--- src/rtl/muldiv_unit.sv ---
// Iterative 32-cycle multiply/divide unit with HI/LO result registers.
// MULT/MULTU use shift-add, DIV/DIVU use restoring division, both on magnitudes.
module muldiv_unit #(
  parameter int WIDTH = 32
) (
  input  logic             clk,
  input  logic             rst,
  input  logic             start,
  input  logic [1:0]       op,
  input  logic [WIDTH-1:0] a,
  input  logic [WIDTH-1:0] b,
  input  logic             mthi,
  input  logic             mtlo,
  input  logic [WIDTH-1:0] wdata,
  output logic [WIDTH-1:0] hi,
  output logic [WIDTH-1:0] lo,
  output logic             busy,
  output logic             done
);

  localparam int CW = $clog2(WIDTH);
  localparam logic [CW-1:0] LAST = CW'(WIDTH - 1);

  typedef enum logic [1:0] {IDLE, RUN, FIX} state_t;

  state_t               state;
  logic [CW-1:0]        cnt;
  logic [1:0]           op_r;
  logic [WIDTH-1:0]     ma, mb, a_raw;
  logic                 neg_q, neg_r;
  logic [2*WIDTH-1:0]   acc;

  logic                 sgn_in;
  logic [CW-1:0]        bit_idx;
  logic [WIDTH:0]       rem_sh, rem_sub;
  logic [2*WIDTH-1:0]   mul_next, div_next, prod;
  logic [WIDTH-1:0]     fix_hi, fix_lo;

  function automatic logic [WIDTH-1:0] cond_neg(input logic [WIDTH-1:0] v, input logic n);
    return n ? (~v + 1'b1) : v;
  endfunction

  function automatic logic [2*WIDTH-1:0] cond_neg2(input logic [2*WIDTH-1:0] v, input logic n);
    return n ? (~v + 1'b1) : v;
  endfunction

  assign sgn_in  = ~op[0];
  assign bit_idx = LAST - cnt;

  // One iteration step: MSB-first on the latched magnitudes.
  always_comb begin
    mul_next = {acc[2*WIDTH-2:0], 1'b0} + {{WIDTH{1'b0}}, (mb[bit_idx] ? ma : {WIDTH{1'b0}})};
    rem_sh   = {acc[2*WIDTH-1:WIDTH], ma[bit_idx]};
    rem_sub  = rem_sh - {1'b0, mb};
    if (rem_sub[WIDTH])
      div_next = {rem_sh[WIDTH-1:0], acc[WIDTH-2:0], 1'b0};
    else
      div_next = {rem_sub[WIDTH-1:0], acc[WIDTH-2:0], 1'b1};
  end

  // Sign correction; a zero divisor bypasses it and returns the raw dividend in HI.
  always_comb begin
    prod   = cond_neg2(acc, neg_q);
    fix_hi = prod[2*WIDTH-1:WIDTH];
    fix_lo = prod[WIDTH-1:0];
    if (op_r[1]) begin
      if (mb == '0) begin
        fix_hi = a_raw;
        fix_lo = '1;
      end else begin
        fix_hi = cond_neg(acc[2*WIDTH-1:WIDTH], neg_r);
        fix_lo = cond_neg(acc[WIDTH-1:0], neg_q);
      end
    end
  end

  // Control and architectural HI/LO
  always_ff @(posedge clk) begin
    if (!rst) begin
      state <= IDLE;
      cnt   <= '0;
      hi    <= '0;
      lo    <= '0;
      busy  <= 1'b0;
      done  <= 1'b0;
    end else begin
      done <= 1'b0;
      case (state)
        IDLE: begin
          if (start) begin
            cnt   <= '0;
            busy  <= 1'b1;
            state <= RUN;
          end else begin
            if (mthi) hi <= wdata;
            if (mtlo) lo <= wdata;
          end
        end
        RUN: begin
          cnt <= cnt + 1'b1;
          if (cnt == LAST) state <= FIX;
        end
        FIX: begin
          hi    <= fix_hi;
          lo    <= fix_lo;
          busy  <= 1'b0;
          done  <= 1'b1;
          cnt   <= '0;
          state <= IDLE;
        end
        default: state <= IDLE;
      endcase
    end
  end

  // Operand capture and iteration datapath
  always_ff @(posedge clk) begin
    if (state == IDLE && start) begin
      op_r  <= op;
      ma    <= cond_neg(a, sgn_in & a[WIDTH-1]);
      mb    <= cond_neg(b, sgn_in & b[WIDTH-1]);
      a_raw <= a;
      neg_q <= sgn_in & (a[WIDTH-1] ^ b[WIDTH-1]);
      neg_r <= sgn_in & a[WIDTH-1];
      acc   <= '0;
    end else if (state == RUN) begin
      acc <= op_r[1] ? div_next : mul_next;
    end
  end

endmodule

--- config.mk ---
export PLATFORM = sky130hd
export DESIGN_NAME = muldiv_unit
export DESIGN_NICKNAME = d
export VERILOG_FILES = /design/src/rtl/muldiv_unit.sv
export SDC_FILE = /design/constraint.sdc
export NUM_CORES = 1
export LEC_CHECK = 0
export CORE_MARGIN = 5
export CORE_UTILIZATION = 50
export DETAILED_ROUTE_END_ITERATION = 10
export PLACE_DENSITY = 0.71
export SLEW_MARGIN = 30
export SYNTH_ARGS = -nofsm -noshare
export SYNTH_HDL_FRONTEND = slang
export SYNTH_SLANG_ARGS = --single-unit
--- constraint.sdc ---
create_clock -name clk -period 6.95 [get_ports clk]
set_clock_uncertainty 0.1 [all_clocks]
set_input_delay 0.695 -clock clk [delete_from_list [all_inputs] [get_ports clk]]
set_output_delay 0.695 -clock clk [all_outputs]
set_load 0.03 [all_outputs]
== Word-level counts from Yosys, hierarchy flattened ==
Index checks and enable logic that the tools add are counted.

* Bits in registers: 237
* Bits in latches: 0
* RAM bits: 0
* Memory bits (read-only): 0
* Input port bits: 103
* Output and inout bits: 66
* Word-level logic and storage cells: 81
* Memories kept: 0

* Add/subtract/negate cells: 9
* $mul: 0
* Divide/modulo/power cells: 0
* Order comparisons: 1
* Equal/unequal tests: 8
* Shifts and indexed selects: 0
* Muxes and demuxes: 30
* Bitwise gates (word level): 10
* Reduce and logical (&&, ||, !) cells: 10

{| class="wikitable"
|+ Operators by type and width
! cell !! number
|-
| $mux W32 || 13
|-
| $mux W64 || 3
|-
| $add A32 B1 Y32 const B || 4
|-
| $not A32 Y32 || 4
|-
| $pmux W32 S2 || 2
|-
| $add A64 B1 Y64 const B || 1
|-
| $add A64 B32 Y64 || 1
|-
| $not A64 Y64 || 1
|-
| $sub A33 B32 Y33 || 1
|-
| $logic_not A32 Y1 || 1
|-
| $pmux W5 S3 || 1
|-
| $bmux W1 S5 || 2
|-
| $ne A2 B2 Y1 const B || 5
|-
| $lt A5 B6 Y1 const B || 1
|-
| $reduce_and A2 Y1 || 3
|-
| $reduce_and A3 Y1 || 2
|-
| $add A5 B1 Y5 const B || 1
|-
| $eq A5 B5 Y1 const B || 1
|-
| $mux W5 || 1
|-
| $sub A5 B5 Y5 const A || 1
|-
| $mux W1 || 4
|-
| $mux W2 || 2
|-
| $pmux W2 S2 || 1
|-
| $and A1 B1 Y1 || 3
|-
| 9 further kinds || 9
|}

== Longest topological paths before layout ==
Gate-level depths: netlist of the first run.

* Depth after elaboration: 6
* Gate-level depth with buffers: 19
* Depth with buffers taken out: 16

== Worst setup path before layout of the first run ==
No wires, ideal clock.

* Path type: reg2reg
* From: register cnt[0]
* To: register acc[54]
* Setup time: 74 ps
* Data arrival time: 5304 ps
* Slack: 1472 ps
* Cell stages (with the launch flop): 18
* Clock period less this slack: 5478 ps
* Cell sequence: dfxtp_1 clkbuf_1 mux4_2 mux4_2 mux2i_1 clkbuf_1 nor2b_1 ha_1 clkbuf_1 o211ai_1 a2111oi_0 o31ai_1 a2111oi_2 o2111ai_1 clkbuf_1 nor4_1 mux2_2 o21ai_0

* Cells in the longest elaborated chain, start to end: 6

{| class="wikitable"
|+ RTL lines
! element !! line !! RTL
|-
| start: declaration || 27 || <nowiki>logic [CW-1:0] cnt;</nowiki>
|-
| start signal: assignment || 100 || <nowiki>cnt <= cnt + 1'b1;</nowiki>
|-
| $sub A5 B5 Y5 * || 48 || <nowiki>assign bit_idx = LAST - cnt;</nowiki>
|-
| $bmux W1 S5, on equally long branches || 52, 53 ||
|-
| $mux W1, on equally long branches || 52, 53 ||
|-
| $mux W32 / $sub A33 B32 Y33 (equally long branches) || 52, 54 ||
|-
| $add A64 B32 Y64 / $mux W64 (equally long branches) || 52, 55 ||
|-
| $mux W64 * || 127 || <nowiki>acc <= op_r[1] ? div_next : mul_next;</nowiki>
|-
| end signal: assignment || 127 ||
|-
| end: declaration || 31 || <nowiki>logic [2*WIDTH-1:0] acc;</nowiki>
|}

Every way passes the cells marked *; elsewhere a longest branch is shown, timed or not. The select of a mux whose other input is x is not followed.
A chain may end at the register's enable or synchronous reset.

== Worst setup path after layout of the first run ==
* From: register cnt[0]
* To: register acc[33]

The elaborated chain is that of the path after synthesis.

==> metrics.yaml, run 1 <==
fp-row-count: 69
post-place-ws_ps: 1120
fmax_mhz: 171
tritoncts: "built"
first_iter_violations: 2391
path_max_fanout: 32
crit_type: "reg -> reg"
yosysTopAreaCell: "edfxtp_1"
synth_compound_area_share_pct: 25.7
antenna_found_initial: 2
placed_area_um2: 19600
pin_count: 169
synth_top_family_by_area: "compound AO/OA/AOI/OAI gates"
routabilityCongestion: 1.03
outcome: "finished clean"
cts-resized-gates: 0
post-cts-setup-buffers: 0
n_antenna_cell: 0
crit_required_ps: 7280
nets: 2419
dieArea_um2: 39400
wl_per_cell_um: 23.1
htreeDepth: 1
hold_path_class: "reg -> reg"
finalHoldViolations: 0
yosys_most_used_dff: "dfxtp_1"
die_h_um: 199
overflow: 0
port_buffers: 168
max_slew_margin_pct: 35.1
antenna_left: 0
worstSetupEndpointType: "flop"
via_count: 17700
layout-drive-gt1-share_pct: 5.52
worst_pin_slew_ps: 972
syn_area_um2: 17800
synth.top_cell.area_share_pct: 16.6
synth_edf_count: 98
clk_pin_slew_worst_paths_ps: 60
avgSynthCellArea_um2: 8.11
totalWireLength_um: 63000
drc_errors: 0
synth_adder_area_share_pct: 5.15
layout_worst_path_cycle_share_pct: 84.4
synth.most_common_cell: "a21oi_1"
setup_violations: 0
grt_util_all_layers_pct: 30.4
ir_drop_v: 0.000170
postSynthNetCount: 2366
rsz0062_at_grt: "false"
clk_path_buf_depth: 3
power.density_nw_per_um2: 255
coreArea_um2: 35300
grt_max_degree: 104
clock_latency_ps: 550
cts_sinks: 235
fin_area_um2: 20500
layout_min_cycle_time_ps: 5860
seq_area_frac_synth_pct: 32.0
synthArstFlopShare_pct: 0
yosys_warnings: 0
cp_data_arrival_time_ps: 6200
yosysUniqueCellTypes: 80
area_delta_synth_final_pct: 15.2
synthMuxAreaShare_pct: 3.80
max_cap_viol_count: 0
start_kind: "flop"
synth_area_leaders: "edfxtp_1, dfxtp_1, a21oi_1, xnor2_1, ha_1"
ys_ff_latch: 235
setup-tns-final_ps: 0
layout_setup_ws_ps: 1090
grt_first_pass_wirelength_um: 94500
start_util_pct: 50.3
cts_buffers: 26
maxSlewViolCount: 0
synth_xor_area_share_pct: 8.97
drt_first_pass_iters: 6
synthTopCellsByCount: "a21oi_1, nand2_1, nor2_1, o21ai_0, clkbuf_1"
syn_inst: 2191
cts_hold_buffers: 0
yosys.area_share.simple_pct: 19.2
viasPerCell: 6.51
power_leakage_uw: 0.00741
die_width_um: 199
grt_pass1_vias: 16000
cts_root_buf: "clkbuf_16"
hpwlAfterDp_um: 47400
cell usage in the layout, fill, tap and decap left out, drive strengths merged, types with 19 or more instances in the layout:
cell type	instances
ha	70
o21ai	166
a211oi	33
clkdlybuf4s50	168
or3	27
nor2	166
dfxtp	137
and3	19
xnor2	118
o31ai	35
or4	25
nand3	55
nor4	32
inv	76
buf	22
a21o	22
o211ai	35
clkbuf	35
nor3	50
nor2b	40
a31oi	26
nand4	25
a21oi	245
nand2	192
mux4	20
edfxtp	98
xor2	64
o221ai	40
where the power goes:
| group | internal, µW | leakage [µW] | total [µW] | switching (µW) |
|---|---|---|---|---|
| Clock | 835 | 0.000425 | 1440 | 606 |
| Combinational | 759 | 0.00492 | 1880 | 1120 |
| Sequential | 1590 | 0.00206 | 1900 | 311 |
| Total | 3190 | 0.00741 | 5220 | 2040 |
state kept, by name (all words and copies together), names as in the netlist, 2 cells and up:
name and cells:
a_raw 31, acc 64, cnt 5, hi 32
lo 32, ma 32, mb 32, state 2
cell type report:
cell class              instances  area [µm²]
fillers                      3214       14800
inverters                      76         289
clock inverters                13         139
multi-input cells            1715       11200
well taps                     461         577
repair buffers                190        1860
clock buffers                  35         747
flip-flops and latches        235        5690
routing by layer:
metal	track usage (%)	up-vias	part of all wire [%]
li1	-	8209	-
met1	44.8	8377	43
met2	44.6	1020	41
met3	7.71	125	12
met4	7.90	4	3.1
met5	0	-	0.073
worst max-delay path: stages (launching register included):
cell and delay [ps]:
dfxtp_1 640, mux4_2 580, mux4_2 490, mux2i_2 150, buf_4 370, nor2b_1 100, ha_1 220, inv_1 70
fa_1 180, nor2b_1 70, o31ai_1 210, buf_4 180, a21oi_1 90, o31a_1 400, a22oi_1 530, o21ai_0 470
and3_1 330, or3_1 300, a32o_1 250
through the flow:
step	total power (µW)	std cells	hold slack [ps]	utilization [%]
floorplan	3170	2191	402	-
global placement	3710	2677	342	55.5
detailed placement	3740	2677	345	55.5
CTS	5180	2725	353	58.0
global route	5460	2725	382	58.0
finish	5220	2725	353	58.0
cell families after synthesis:
family          count (synthesis)
compound gates                723
simple gates                  696
buf+inv                       241
flops                         235
xor+xnor                      182
fa+ha+maj                      72
mux                            42
worst paths after layout:
check / start / endpoint / slack (ps) / cells after the start
hold / removal: lo[25]$_SDFFE_PN0P_ / lo[25]$_SDFFE_PN0P_ / 350 / 2
setup / recovery: cnt[0]$_SDFFE_PN0P_ / acc[33]$_SDFFE_PP0P_ / 1090 / 18
hold reg to reg: lo[25]$_SDFFE_PN0P_ / lo[25]$_SDFFE_PN0P_ / 350 / 2
setup reg to reg: cnt[0]$_SDFFE_PN0P_ / acc[33]$_SDFFE_PP0P_ / 1090 / 18
(Power assumes the default switching activity.)
==> inputs of run 2 (changes only) <==
- clock period: 6.95 -> 5.6 ns (I/O delays scaled with it)
==> metrics.yaml, run 2 (same netlist as run 1, synthesis figures left out) <==
grt_util_all_layers_pct: 31.4
overflow: 0
port_buffers: 168
first_iter_violations: 2253
clk_pin_slew_worst_paths_ps: 60
grt_max_degree: 120
largest_reg_flops: 64
clk_path_buf_depth: 3
die_h_um: 199
antenna_found_initial: 0
antenna_left: 0
tritoncts: "built"
layout_worst_path_cycle_share_pct: 95.1
coreArea_um2: 35300
n_antenna_cell: 0
setup_violations: 0
hpwlAfterDp_um: 48600
clock_latency_ps: 540
die_width_um: 199
area_delta_synth_final_pct: 16.1
maxSlewViolCount: 0
ir_drop_v: 0.000208
drt_first_pass_iters: 7
setup-tns-final_ps: 0
layout-drive-gt1-share_pct: 6.23
crit_type: "reg -> reg"
cts_sinks: 235
cp_data_arrival_time_ps: 5700
totalWireLength_um: 64100
power_leakage_uw: 0.00751
outcome: "finished clean"
pin_count: 169
routabilityCongestion: 1.03
via_count: 17800
finalHoldViolations: 0
fmax_mhz: 188
fp-row-count: 69
rsz0062_at_grt: "false"
cts_hold_buffers: 0
crit_required_ps: 5970
cts_root_buf: "clkbuf_16"
final_common_cell: "a21oi_1"
start_kind: "flop"
regMostFlops: "acc"
layout_min_cycle_time_ps: 5320
grt_pass1_vias: 16400
grt_first_pass_wirelength_um: 98100
viasPerCell: 6.49
nets: 2436
htreeDepth: 1
start_util_pct: 50.3
cts-resized-gates: 0
worstSetupEndpointType: "flop"
layout.cells.non_filler: 2741
dieArea_um2: 39400
max_slew_margin_pct: 31.9
cts_buffers: 26
wl_per_cell_um: 23.4
drc_errors: 0
power.density_nw_per_um2: 315
path_max_fanout: 15
final_cell_mix: "a21oi_1, nand2_1, clkdlybuf4s50_1"
max_cap_viol_count: 0
post-cts-setup-buffers: 0
dp_cells: 2694
reg2reg_slack_ps: 280
worst_pin_slew_ps: 1020
hold_path_class: "reg -> reg"
-- run 2: cell types whose count changed in the layout (fill, tap and decap cells not counted), sizes merged --
cell and delta:
buf +17, clkbuf +4, clkinvlp -4, clkinv -1
-- run 2: where the power goes --
part           internal [µW]  switching, µW
Clock                   1040            728
Combinational            968           1420
Sequential              1980            374
-- run 2: layer usage --
layer | GRT usage [%] | wire length, µm
met1 | 46.8 | 28400
met2 | 46.3 | 26600
met3 | 8.06 | 7590
met4 | 6.71 | 1570
met5 | 0 | 0
-- run 2: path summary, 6_finish.rpt --
path,from,endpoint,cells past startpoint
worst max-delay path,cnt[1]$_SDFFE_PN0P_,acc[41]$_SDFFE_PP0P_,17
worst min-delay path,hi[0]$_SDFFE_PN0P_,hi[0]$_SDFFE_PN0P_,2
worst max register to register,cnt[1]$_SDFFE_PN0P_,acc[41]$_SDFFE_PP0P_,17
worst min register to register,hi[0]$_SDFFE_PN0P_,hi[0]$_SDFFE_PN0P_,2
-- run 2: cell type report --
cell class / instances / area, µm²
fillers: 3236 / 14700
well taps: 461 / 577
inverters: 76 / 289
multi-input cells: 1715 / 11200
clock buffers: 39 / 771
clock inverters: 8 / 98.8
flip-flops and latches: 235 / 5690
repair buffers: 207 / 2010
-- run 2: critical path: stages, from the launching register on --
cell and delay (ps):
dfxtp_1 560, buf_4 290, mux4_2 320, mux4_2 520, mux2i_1 300, ha_1 220
inv_1 50, fa_1 410, nand3_1 110, a21oi_1 100, nor4_1 280, buf_4 190
o21a_1 250, nor3_1 110, or3_2 700, buf_4 260, a221o_1 310, o21ai_0 140
-- run 2: stage by stage --
step	hold slack, ps	power, µW	cell area, µm²	setup slack, ps	utilization (%)
finish	351	6510	20600	277	58.4
global placement	341	4660	19700	392	55.9
detailed placement	347	4690	19700	272	55.9
global route	370	6830	20600	4.21	58.4
floorplan	402	3930	17800	122	-
CTS	354	6450	20600	262	58.4
